### src/rtl/divisor_arbitro.sv
// rtl/divisor_arbitro.sv - round-robin scheduler sharing one signed iterative divider among NREQ requesters
module divisor_arbitro #(
    parameter int tamanyo = 32,
    parameter int NREQ    = 4,
    parameter int TIMEOUT = 65535
) (
    input  logic                      CLK,
    input  logic                      RSTa,
    input  logic [NREQ-1:0]           Req,
    input  logic [NREQ*tamanyo-1:0]   Num_bus,
    input  logic [NREQ*tamanyo-1:0]   Den_bus,
    output logic [NREQ-1:0]           Ack,
    output logic [tamanyo-1:0]        Coc,
    output logic [tamanyo-1:0]        Res,
    output logic                      Err,
    output logic                      Busy,
    output logic                      Div_Start,
    output logic [tamanyo-1:0]        Div_Num,
    output logic [tamanyo-1:0]        Div_Den,
    output logic                      Div_RSTa,
    input  logic [tamanyo-1:0]        Div_Coc,
    input  logic [tamanyo-1:0]        Div_Res,
    input  logic                      Div_Done
);

    localparam int IW = (NREQ > 1) ? $clog2(NREQ) : 1;
    localparam int CW = $clog2(TIMEOUT + 1);
    localparam logic [CW-1:0] CNT_LAST = CW'(TIMEOUT - 1);
    localparam logic [IW-1:0] IDX_LAST = IW'(NREQ - 1);

    typedef enum logic [2:0] {
        S_IDLE,
        S_LAUNCH,
        S_WAIT,
        S_RECOVER,
        S_DELIVER
    } state_t;

    state_t              state, state_d;
    logic [IW-1:0]       ptr, ptr_d;
    logic [IW-1:0]       grant, grant_d;
    logic [CW-1:0]       cnt, cnt_d;
    logic                just_served, just_served_d;
    logic [NREQ-1:0]     ack_d;
    logic [tamanyo-1:0]  coc_d, res_d, num_d, den_d;
    logic                err_d, busy_d, start_d, drsta_d;

    logic [NREQ-1:0]     served_mask, elig;
    logic                found;
    logic [IW-1:0]       pick;
    logic [tamanyo-1:0]  sel_num, sel_den;
    int                  idx;

    always_comb begin
        state_d       = state;
        ptr_d         = ptr;
        grant_d       = grant;
        cnt_d         = cnt;
        coc_d         = Coc;
        res_d         = Res;
        err_d         = Err;
        num_d         = Div_Num;
        den_d         = Div_Den;
        served_mask   = '0;
        found         = 1'b0;
        pick          = '0;
        sel_num       = '0;
        sel_den       = '0;
        idx           = 0;

        // The requester just served gets one cycle to drop Req before it can win again.
        served_mask[grant] = just_served;
        elig = Req & ~served_mask;

        for (int i = 0; i < NREQ; i++) begin
            idx = int'(ptr) + i;
            if (idx >= NREQ) idx = idx - NREQ;
            if (!found && elig[idx]) begin
                found   = 1'b1;
                pick    = IW'(idx);
                sel_num = Num_bus[idx*tamanyo +: tamanyo];
                sel_den = Den_bus[idx*tamanyo +: tamanyo];
            end
        end

        case (state)
            S_IDLE: begin
                if (found) begin
                    grant_d = pick;
                    num_d   = sel_num;
                    den_d   = sel_den;
                    if (sel_den == '0) begin
                        coc_d   = '0;
                        res_d   = '0;
                        err_d   = 1'b1;
                        state_d = S_DELIVER;
                    end else begin
                        state_d = S_LAUNCH;
                    end
                end
            end
            S_LAUNCH: begin
                cnt_d   = '0;
                state_d = S_WAIT;
            end
            S_WAIT: begin
                if (Div_Done) begin
                    coc_d   = Div_Coc;
                    res_d   = Div_Res;
                    err_d   = 1'b0;
                    state_d = S_DELIVER;
                end else if (cnt == CNT_LAST) begin
                    state_d = S_RECOVER;
                end else begin
                    cnt_d = cnt + 1'b1;
                end
            end
            S_RECOVER: begin
                coc_d   = '0;
                res_d   = '0;
                err_d   = 1'b1;
                state_d = S_DELIVER;
            end
            S_DELIVER: begin
                ptr_d   = (grant == IDX_LAST) ? '0 : grant + 1'b1;
                state_d = S_IDLE;
            end
            default: state_d = S_IDLE;
        endcase

        // Strobes are derived from the next state so every output leaves a flop.
        ack_d = '0;
        if (state_d == S_DELIVER) ack_d[grant_d] = 1'b1;
        busy_d        = (state_d != S_IDLE);
        start_d       = (state_d == S_LAUNCH);
        drsta_d       = (state_d != S_RECOVER);
        just_served_d = (state == S_DELIVER);
    end

    always_ff @(posedge CLK) begin
        if (!RSTa) begin
            state       <= S_IDLE;
            ptr         <= '0;
            grant       <= '0;
            cnt         <= '0;
            just_served <= 1'b0;
            Ack         <= '0;
            Coc         <= '0;
            Res         <= '0;
            Err         <= 1'b0;
            Busy        <= 1'b0;
            Div_Start   <= 1'b0;
            Div_Num     <= '0;
            Div_Den     <= '0;
            Div_RSTa    <= 1'b0;
        end else begin
            state       <= state_d;
            ptr         <= ptr_d;
            grant       <= grant_d;
            cnt         <= cnt_d;
            just_served <= just_served_d;
            Ack         <= ack_d;
            Coc         <= coc_d;
            Res         <= res_d;
            Err         <= err_d;
            Busy        <= busy_d;
            Div_Start   <= start_d;
            Div_Num     <= num_d;
            Div_Den     <= den_d;
            Div_RSTa    <= drsta_d;
        end
    end

endmodule

### config.mk
export PLATFORM = sky130hd
export DESIGN_NAME = divisor_arbitro
export DESIGN_NICKNAME = d
export VERILOG_FILES = /design/src/rtl/divisor_arbitro.sv
export SDC_FILE = /design/constraint.sdc
export NUM_CORES = 1
export LEC_CHECK = 0
export BUFFER_PORTS_ARGS = -buffer_cell sky130_fd_sc_hd__buf_2
export CAP_MARGIN = 20
export CORE_MARGIN = 2
export CORE_UTILIZATION = 35
export CTS_BUF_LIST = sky130_fd_sc_hd__clkbuf_4
export DETAILED_ROUTE_END_ITERATION = 10
export PLACE_DENSITY = 0.58
export SETUP_SLACK_MARGIN = 0.2
export SLEW_MARGIN = 20
export SYNTH_ARGS = -nofsm -noshare
export SYNTH_HDL_FRONTEND = slang
export SYNTH_SLANG_ARGS = --single-unit
export TNS_END_PERCENT = 50
### constraint.sdc
create_clock -name CLK -period 4.95 [get_ports CLK]
set_input_delay 0.99 -clock CLK [delete_from_list [all_inputs] [get_ports CLK]]
set_output_delay 0.99 -clock CLK [all_outputs]
set_load 0.01 [all_outputs]
# Yosys cells after proc, flatten, opt, wreduce, memory -nomap -nowiden
# Index checks and enable logic that the tools add are counted.
totals:
  romBits: 0
  ramBits: 0
  reg_bits: 160
  elab_cells: 134
  input_bits: 327
  mem_count: 0
  latch_bits: 0
  output_inout_bits: 136
op_classes:
  magnitude_cmp: 12
  n_addsub: 9
  reduce_logical: 17
  n_eq_ne: 14
  mul: 0
  n_mux: 57
  shift: 8
  bitwise_logic: 3
  div: 0
ops:
  columns: ["operator", "count"]
  rows:
  - ["128-bit by 32-bit variable part select with 32-bit output", 8]
  - ["32-bit two-way mux", 16]
  - ["32-bit one-hot mux with 3 select lines", 2]
  - ["32-bit by 4-bit < comparator with 1-bit output (second input constant)", 4]
  - ["32-bit logical NOT", 1]
  - ["16-bit two-way mux", 2]
  - ["16-bit one-hot mux with 2 select lines", 1]
  - ["1-bit two-way mux", 17]
  - ["16-bit by 1-bit adder with 16-bit output (second input constant)", 1]
  - ["16-bit equality test (second input constant)", 1]
  - ["2-bit two-way mux", 7]
  - ["3-bit two-way mux", 4]
  - ["3-bit one-hot mux with 4 select lines", 1]
  - ["3-bit by 3-bit subtractor with 4-bit output (second input constant)", 3]
  - ["2-bit != test (second input constant)", 5]
  - ["3-bit greater-or-equal comparator (second input constant)", 3]
  - ["4-bit AND", 2]
  - ["1-bit binary-select mux with 2-bit select", 4]
  - ["2-bit by 2-bit adder with 3-bit output (second input constant)", 2]
  - ["3-bit by 1-bit equality test with 1-bit output (second input constant)", 2]
  - ["3-bit by 2-bit equality test with 1-bit output (second input constant)", 2]
  - ["3-bit equality test (second input constant)", 2]
  - ["2-bit by 3-bit < comparator with 1-bit output (second input constant)", 2]
  - ["3-bit nonzero test", 2]
  - ["17 further kinds", 26]

# Longest topological paths before layout
# Gate-level depths: netlist of the first run.
logic_depth:
  word_depth: 26
  mapped_depth: 18
  mapped_depth_nobuf: 12

# Worst setup path before layout of the first run
# No wires, ideal clock.
synth_timing:
  kind: "register to register"
  from: "reg ptr[1]"
  to: "reg Res[17]"
  t_arrival_ns: 4.568
  n_path_buf: 7
  synth_period_minus_slack_ns: 4.690
  stages_incl_launch_ff: 17
  setup_slack_ns: 0.260
  required_time_ns: 4.828
  setup_time_ns: 0.122
  path_cell_list: "dfxtp_1 > buf_2 > inv_1 > ha_1 > buf_2 > buf_2 > buf_2 > buf_1 > mux4_2 > a221oi_1 > a2bb2oi_1 > nand4_1 > or4_1 > or3_1 > buf_6 > buf_6 > a221o_1"
synth_between:
  elab_chain_len: 18
  elab_cells_between_ends: 49
  classes_between: "add/sub (7); order compare (4); eq/ne (2); shift (4); mux (24); reduce/logical (8)"
synth_lines:
  columns: ["element", "line", "rtl"]
  rows:
  - ["start: declaration", "40", "logic [IW-1:0] ptr, ptr_d;"]
  - ["start signal: assignment", "158", "ptr <= ptr_d;"]
  - ["parallel branches: the longest is 17 deep, another holds 3-bit by 3-bit subtractor with 4-bit output", null, null]
  - ["4-bit AND reduction (no line) (*)", null, null]
  - ["end signal: assignment", "164", "Res <= res_d;"]
  - ["end: declaration", "14", "output logic [tamanyo-1:0] Res,"]
# Mark *: on every way between the ends. The select of a mux whose other input is x is not followed.
# A chain may end at the register's enable or synchronous reset.

# Worst setup path after layout of the first run
layout_timing:
  from: "reg ptr[1]"
  to: "reg Coc[28]"
layout_between:
  elab_chain_len: 18
  elab_cells_between_ends: 49
  classes_between: "add/sub (7); order compare (4); eq/ne (2); shift (4); mux (24); reduce/logical (8)"
layout_lines:
  columns: ["element", "line", "rtl"]
  rows:
  - ["parallel branches: the longest is 17 deep, another holds 3-bit by 3-bit subtractor with 4-bit output", null, null]
  - ["4-bit AND reduction (no line) (*)", null, null]
  - ["end signal: assignment", "163", "Coc <= coc_d;"]
  - ["end: declaration", "13", "output logic [tamanyo-1:0] Coc,"]
# Marks and branches as above.

==> results of run 1 <==
how the worst max path moves through the flow:
| stage | start | endpoint | slack, ns | cells past startpoint |
|---|---|---|---|---|
| 3_3_place_gp | Req[1] | Coc[10] | 0.21 | 14 |
| 3_5_place_dp | Req[1] | Coc[28] | 0.12 | 14 |
| 6_report | ptr[1] | Coc[28] | 0.44 | 11 |
| 5_1_grt | grant[0] | Coc[18] | 0.22 | 15 |
| 4_1_cts | ptr[1] | Coc[28] | 0.36 | 11 |
| 2_1_floorplan | ptr[1] | Res[17] | 0.26 | 16 |
routing by layer:
layer  vias to the layer above  GRT usage (%)  part of all wire [%]  wire length [um]
li1                       6874              -                     -                 -
met1                      7520           29.7                    41             22000
met2                       625           39.5                    48             26300
met3                       104           6.82                   7.7              4190
met4                        16           10.0                   3.1              1660
met5                         -              0                  0.18                95
worst reg2reg max path, stage by stage, from the launching register on:
cell       delay, ns
dfxtp_4         0.51
inv_1           0.19
ha_4            0.49
buf_4           0.33
mux4_2          0.55
a221oi_1        0.30
a2bb2oi_1       0.29
nand4_1         0.21
or4_1           0.46
or3_2           0.46
buf_12          0.20
a221o_1         0.45
area by class of cell:
class	instances	area, um2
fill	4175	24000
multi-input combinational	1172	10900
sequential	160	3210
timing repair buffer	504	2740
tap	539	674
clock buffer	20	150
clock inverter	12	134
inverter	10	37.5
antenna	11	27.5
sequential cells by signal, indices dropped and copies added (netlist names):
name / cells
Ack: 4
Busy: 1
Coc: 32
Div_Den: 32
Div_Num: 32
Div_RSTa: 1
Div_Start: 1
Err: 1
Res: 32
cnt: 16
grant: 2
just_served: 1
ptr: 2
state: 3
cells by family after synthesis:
| group | count (synthesis) | synth area share [%] |
|---|---|---|
| AO/OA/AOI/OAI | 453 | 24.1 |
| multiplexers | 300 | 34.1 |
| adder cells (fa/ha/maj) | 11 | 0.928 |
| AND/OR/NAND/NOR | 394 | 12.9 |
| buffers and inverters | 191 | 5.56 |
| XOR/XNOR | 14 | 0.826 |
| flip-flops | 160 | 21.6 |
layout by cell type, fill, tap and decap left out, drive strengths merged, types with 3 or more instances in the layout:
cell | Yosys | routed
and3 | 70 | 70
and2 | 4 | 4
nand2 | 82 | 82
mux4 | 160 | 160
nor4 | 6 | 6
a21boi | 6 | 6
inv | 10 | 13
ha | 11 | 11
buf | 65 | 504
xor2 | 10 | 10
nand2b | 3 | 3
nor2b | 5 | 5
diode | 0 | 11
mux2i | 105 | 105
nor2 | 136 | 136
a22oi | 32 | 32
o21ai | 95 | 95
a211oi | 32 | 32
a21oi | 41 | 41
nor3 | 6 | 6
a2bb2oi | 40 | 40
a32o | 64 | 64
or4 | 3 | 3
dfxtp | 160 | 160
a221oi | 32 | 32
clkbuf | 116 | 20
xnor2 | 4 | 4
nand4 | 5 | 5
nand3 | 38 | 38
nor3b | 25 | 25
clkinv | 0 | 5
or3 | 4 | 4
a221o | 64 | 64
mux2 | 35 | 35
o211a | 41 | 41
or2 | 3 | 3
through the flow:
step / util (%) / instance area, um2
after floorplan: - / 14800
after global placement: 41.9 / 17500
after detailed placement: 41.9 / 17500
after CTS: 42.6 / 17800
after global routing: 42.6 / 17800
final: 42.7 / 17900
report_power, final:
group	switching (mW)	total [mW]	internal, mW
sequential	0.226	1.85	1.62
combinational	3.16	5.60	2.45
clock	0.546	0.866	0.319
total	3.93	8.31	4.39
==> summary.md, run 1 <==
| Metric | Value |
|---|---|
| Status | `finished, final reports clean` |
| Synth async-reset ratio | `0%` |
| Slew HR | `roughly 41%` |
| Pre-CTS setup slack | `between 0.1 and 0.15 ns` |
| Setup_tns | `0 ns` |
| Die Y | `210 um` |
| Final Critical Period | `4.51 ns` |
| Total gr overflow | `0` |
| Max Cap Viol | `0` |
| Die Wd | `~210 um` |
| Share of the synthesized area in the top cell type | `roughly 24%` |
| Final Skew | `between 0.02 and 0.025 ns` |
| Latest clock arrival within the worst-skew pair | `approximately 0.70 ns` |
| Worst setup SP type | `flip-flop` |
| Kind of end point of the critical path | `flip-flop` |
| Hold Crit Depth | `2` |
| GRT Total Usage | `between 20% and 30%` |
| Hpwl dp | `about 38 mm` |
| Max stage delay on crit path | `approximately 0.55 ns` |
| Global-route wire length before repair | `about 83 mm` |
| Postcts setup bufs | `0` |
| Peak VDD IR | `between 0.0002 and 0.0003 V` |
| Synth cell types | `50` |
| R2R Path Start | `ptr[1]` |
| Final wirelength | `approximately 54 mm` |
| Starting Density | `35.4%` |
| Critical Path AT | `a little over 5 ns` |
| Via count | `between 15000 and 20000` |
| Number of port buffers | `approximately 460` |
| Pwr/cell area | `roughly 470 nW/um2` |
| Clock buffer depth | `2` |
| Static leakage power | `~7.3 nW` |
| Hold crit path type | `in2reg` |
| R2R setup slack | `approximately 0.44 ns` |
| Wirelength per Cell | `22.3 um` |
| Cell taking the most area after synthesis | `mux4_2` |
| Most used DFF post-synth | `dfxtp_1` |
| Cell area after synthesis | `around 15000 um2` |
| IO Count | `463` |
| Max Slew Vio Count | `0` |
| Clock Tree Root | `clkbuf_4` |
| Final Power | `8.31 mW` |
| Seq cells post-synth | `160` |
| Actual slew at the worst max-slew pin | `between 0.8 and 0.9 ns` |
| Detail Route Antenna Nets | `0` |
| Hold_buf cts | `0` |
| Crit path buffers/inverters | `3` |
| Worst Path Max Fanout | `65` |
| CTS tree | `yes` |
| Max Freq | `between 0.2 and 0.25 GHz` |
| Fin cells | `approximately 2400` |
| Hold Violations, Final | `0` |
| Worst setup path class | `reg2reg` |
| Row Count | `75` |
| Critical-path cell list | `inv_1 > ha_4 > buf_4 > mux4_2 > a221oi_1 > a2bb2oi_1 > nand4_1 > or4_1 > or3_2 > buf_12 > a221o_1` |
| Initial DRC count | `about 1300` |
| Hold_sp | `Div_Coc[5]` |
| Drt pass-1 iters | `6` |
| Largest net degree at the start of global routing | `111` |
| Share of cells above drive strength 1 | `about two fifths` |
| CTS H-tree lvls | `4` |
| Post-Place Cells | `roughly 2400` |
| Clk slew on worst S/H paths | `between 0.15 and 0.2 ns` |
| Syn_nets | `about 1900` |
| Num CTS Buffers | `17` |
| Initial antenna violation count | `19` |
| Worst setup margin | `~0.44 ns` |
| CP max-delay cell | `mux4_2` |
| YS warnings | `0` |
| Nets | `2203` |
| Post-synth EDFFs | `0` |
| Post-synthesis sequential area ratio | `between 20% and 30%` |
| Fin crit share | `about nine tenths` |
| Resize count post-CTS | `0` |
| Layout area overhead | `20.3%` |
| Sink Count | `160` |
| RePlAce Congestion | `just under 0.9` |
| Via density | `between 6 and 7` |
| Hold endpoint | `Coc[5]` |
| Commonest cells in the netlist | `dfxtp_1 (160), mux4_2 (160), nor2_1 (136), clkbuf_1 (116), mux2i_1 (103)` |
| Setup violators final | `0` |
| Synthesized area per cell | `a little under 10 um2` |
| Crit path required time | `about 5.6 ns` |
| Worst hold slack | `0.481 ns` |
| Synth area leaders | `mux4_2 (24%), dfxtp_1 (22%), mux2i_1 (6.9%)` |
| Number of global-route vias before repair | `about 15000` |
| Post-synthesis cell count | `1523` |
| Reg2Reg Depth | `11` |
| Remaining routing DRC violations | `0` |
| Largest delay share family, worst path | `simple AND/OR/NAND/NOR gates` |
| Die area | `44100 um2` |
| FF-to-FF End | `Coc[28]` |
| Core area | `around 42000 um2` |
| RSZ-0062 raised after global routing | `false` |
Power figures use the tool's default switching activity.
==> inputs of run 2 (changes only) <==
Settings changed: MAX_ROUTING_LAYER set to met4.
==> run 2 against run 1 <==
  * Fmax fell by 0.97%
  * Cell area is 0.14% higher
  * Critical path depth unchanged
  * Register-to-register slack got worse by 0.04 ns
  * Setup slack lost 0.044 ns
  * Largest power group unchanged
  * Flip-flop and latch count unchanged
  * Clock power hardly changed
==> summary.md, run 2 (synthesized netlist as in run 1, its figures left out) <==
| Metric | Value |
|---|---|
| Status | `finished, final reports clean` |
| Actual slew at the worst max-slew pin | `roughly 0.89 ns` |
| Hold endpoint | `Coc[5]` |
| R2R Path Start | `ptr[1]` |
| Final Critical Period | `4.56 ns` |
| Row Count | `between 70 and 80` |
| Static leakage power | `~7.3 nW` |
| Max Freq | `~0.22 GHz` |
| Core area | `about 42000 um2` |
| Global Route met1 Usage | `30.0%` |
| Layout area overhead | `20.5%` |
| Initial antenna violation count | `19` |
| Final Skew | `approximately 0.032 ns` |
| CP Launch Point | `ptr[1]` |
| Pre-CTS setup slack | `approximately 0.12 ns` |
| Hold_buf cts | `0` |
| Sink Count | `160` |
| Pwr/cell area | `roughly 470 nW/um2` |
| Remaining routing DRC violations | `0` |
| Hold Violations, Final | `0` |
| Detail Route Antenna Nets | `0` |
| Layout filler cell count | `about 4200` |
| Fin crit share | `between 90% and 100%` |
| Clock Tree Root | `clkbuf_4` |
| Setup_tns | `0 ns` |
| Worst setup SP type | `flip-flop` |
| Latest clock arrival within the worst-skew pair | `between 0.7 and 0.8 ns` |
| Grt met2 use | `39.6%` |
| Global-route wire length before repair | `roughly 83 mm` |
| GRT Total Usage | `24.8%` |
| Clk slew on worst S/H paths | `around 0.16 ns` |
| Via count | `15100` |
| Kind of end point of the critical path | `flip-flop` |
| Worst Path Max Fanout | `65` |
| Die Y | `210 um` |
| Worst setup path class | `reg2reg` |
| Total gr overflow | `0` |
| Setup violators final | `0` |
| Max Slew Vio Count | `0` |
| Starting Density | `a little over a third` |
| Crit path required time | `between 5 and 6 ns` |
| Max Cap Viol | `0` |
| Largest net degree at the start of global routing | `about 110` |
| Gr busiest metal | `met2` |
| Initial DRC count | `between 1000 and 1500` |
| Commonest non-fill, non-tap cell in the layout | `buf_2` |
| Design Area, Final | `17900 um2` |
| Slew HR | `between 40% and 50%` |
| CTS H-tree lvls | `4` |
| Number of port buffers | `462` |
| Drt pass-1 iters | `7` |
| Hold crit path type | `in2reg` |
| R2R setup slack | `roughly 0.4 ns` |
| FF-to-FF End | `Coc[22]` |
| Postcts setup bufs | `0` |
| CTS tree | `yes` |
| RSZ-0062 raised after global routing | `false` |
| Worst hold slack | `~0.47 ns` |
| Final Power | `8.33 mW` |
| Hpwl dp | `around 38 mm` |
| Via density | `between 6 and 7` |
| Met3 Use GR | `under 10%` |
| Reg2Reg Depth | `11` |
| Resize count post-CTS | `0` |
| IO Count | `around 460` |
| Hold Crit Depth | `2` |
| Clock buffer depth | `2` |
| Number of global-route vias before repair | `around 15000` |
| Wirelength per Cell | `~22 um` |
| Worst setup margin | `between 0.3 and 0.4 ns` |
| Hold_sp | `Div_Coc[5]` |
| Peak VDD IR | `~0.00028 V` |
| RePlAce Congestion | `~0.9` |
| Final wirelength | `around 54 mm` |
| Nets | `2203` |
| Critical Path AT | `5.18 ns` |
| Die area | `between 40000 and 50000 um2` |
| Die Wd | `210 um` |
| Share of cells above drive strength 1 | `roughly two fifths` |
| Placed instance area | `17500 um2` |
| Num CTS Buffers | `17` |
| Most frequent cells in the layout | `buf_2 (461), mux4_2 (160), dfxtp_1 (158)` |
-- run 2: power by group --
part	internal, mW	switching [mW]	total, mW
clock network	0.319	0.550	0.869
logic	2.45	3.17	5.61
registers	1.62	0.226	1.85
-- run 2: metrics by stage --
step | util, % | std cells
floorplan | - | 1523
global placement | 41.9 | 2384
detailed placement | 41.9 | 2384
CTS | 42.6 | 2416
global route | 42.7 | 2436
finish | 42.7 | 2438
-- run 2: worst max path at each step --
stage / to / slack [ns] / depth (start not counted)
after floorplan: Res[17] / 0.26 / 16
after global placement: Coc[10] / 0.21 / 14
after detailed placement: Coc[28] / 0.12 / 14
after CTS: Coc[28] / 0.36 / 11
after global routing: Coc[18] / 0.22 / 15
final: Coc[22] / 0.39 / 11
-- run 2: per-layer routing --
| layer | part of all wire (%) | wire length, um |
|---|---|---|
| met5 | 0 | 0 |
| met4 | 2.9 | 1570 |
| met3 | 7.9 | 4310 |
| met2 | 48 | 26200 |
| met1 | 41 | 22100 |
-- run 2: cell type report --
cell class	count	area, um2	share of cell area [%]
inverter	10	37.5	0.210
clock inverter	12	134	0.749
sequential	160	3210	18.0
timing repair buffer	504	2740	15.3
tap	539	674	3.77
multi-input combinational	1172	10900	60.9
clock buffer	20	150	0.840
antenna	21	52.6	0.294
-- run 2: critical path: stages, from the launching register on --
cell and delay (ns):
dfxtp_4 0.51, inv_1 0.19, ha_4 0.50, buf_4 0.33, mux4_2 0.55, a221oi_1 0.30
a2bb2oi_1 0.29, nand4_1 0.22, or4_1 0.46, or3_2 0.46, buf_12 0.20, a221o_1 0.37
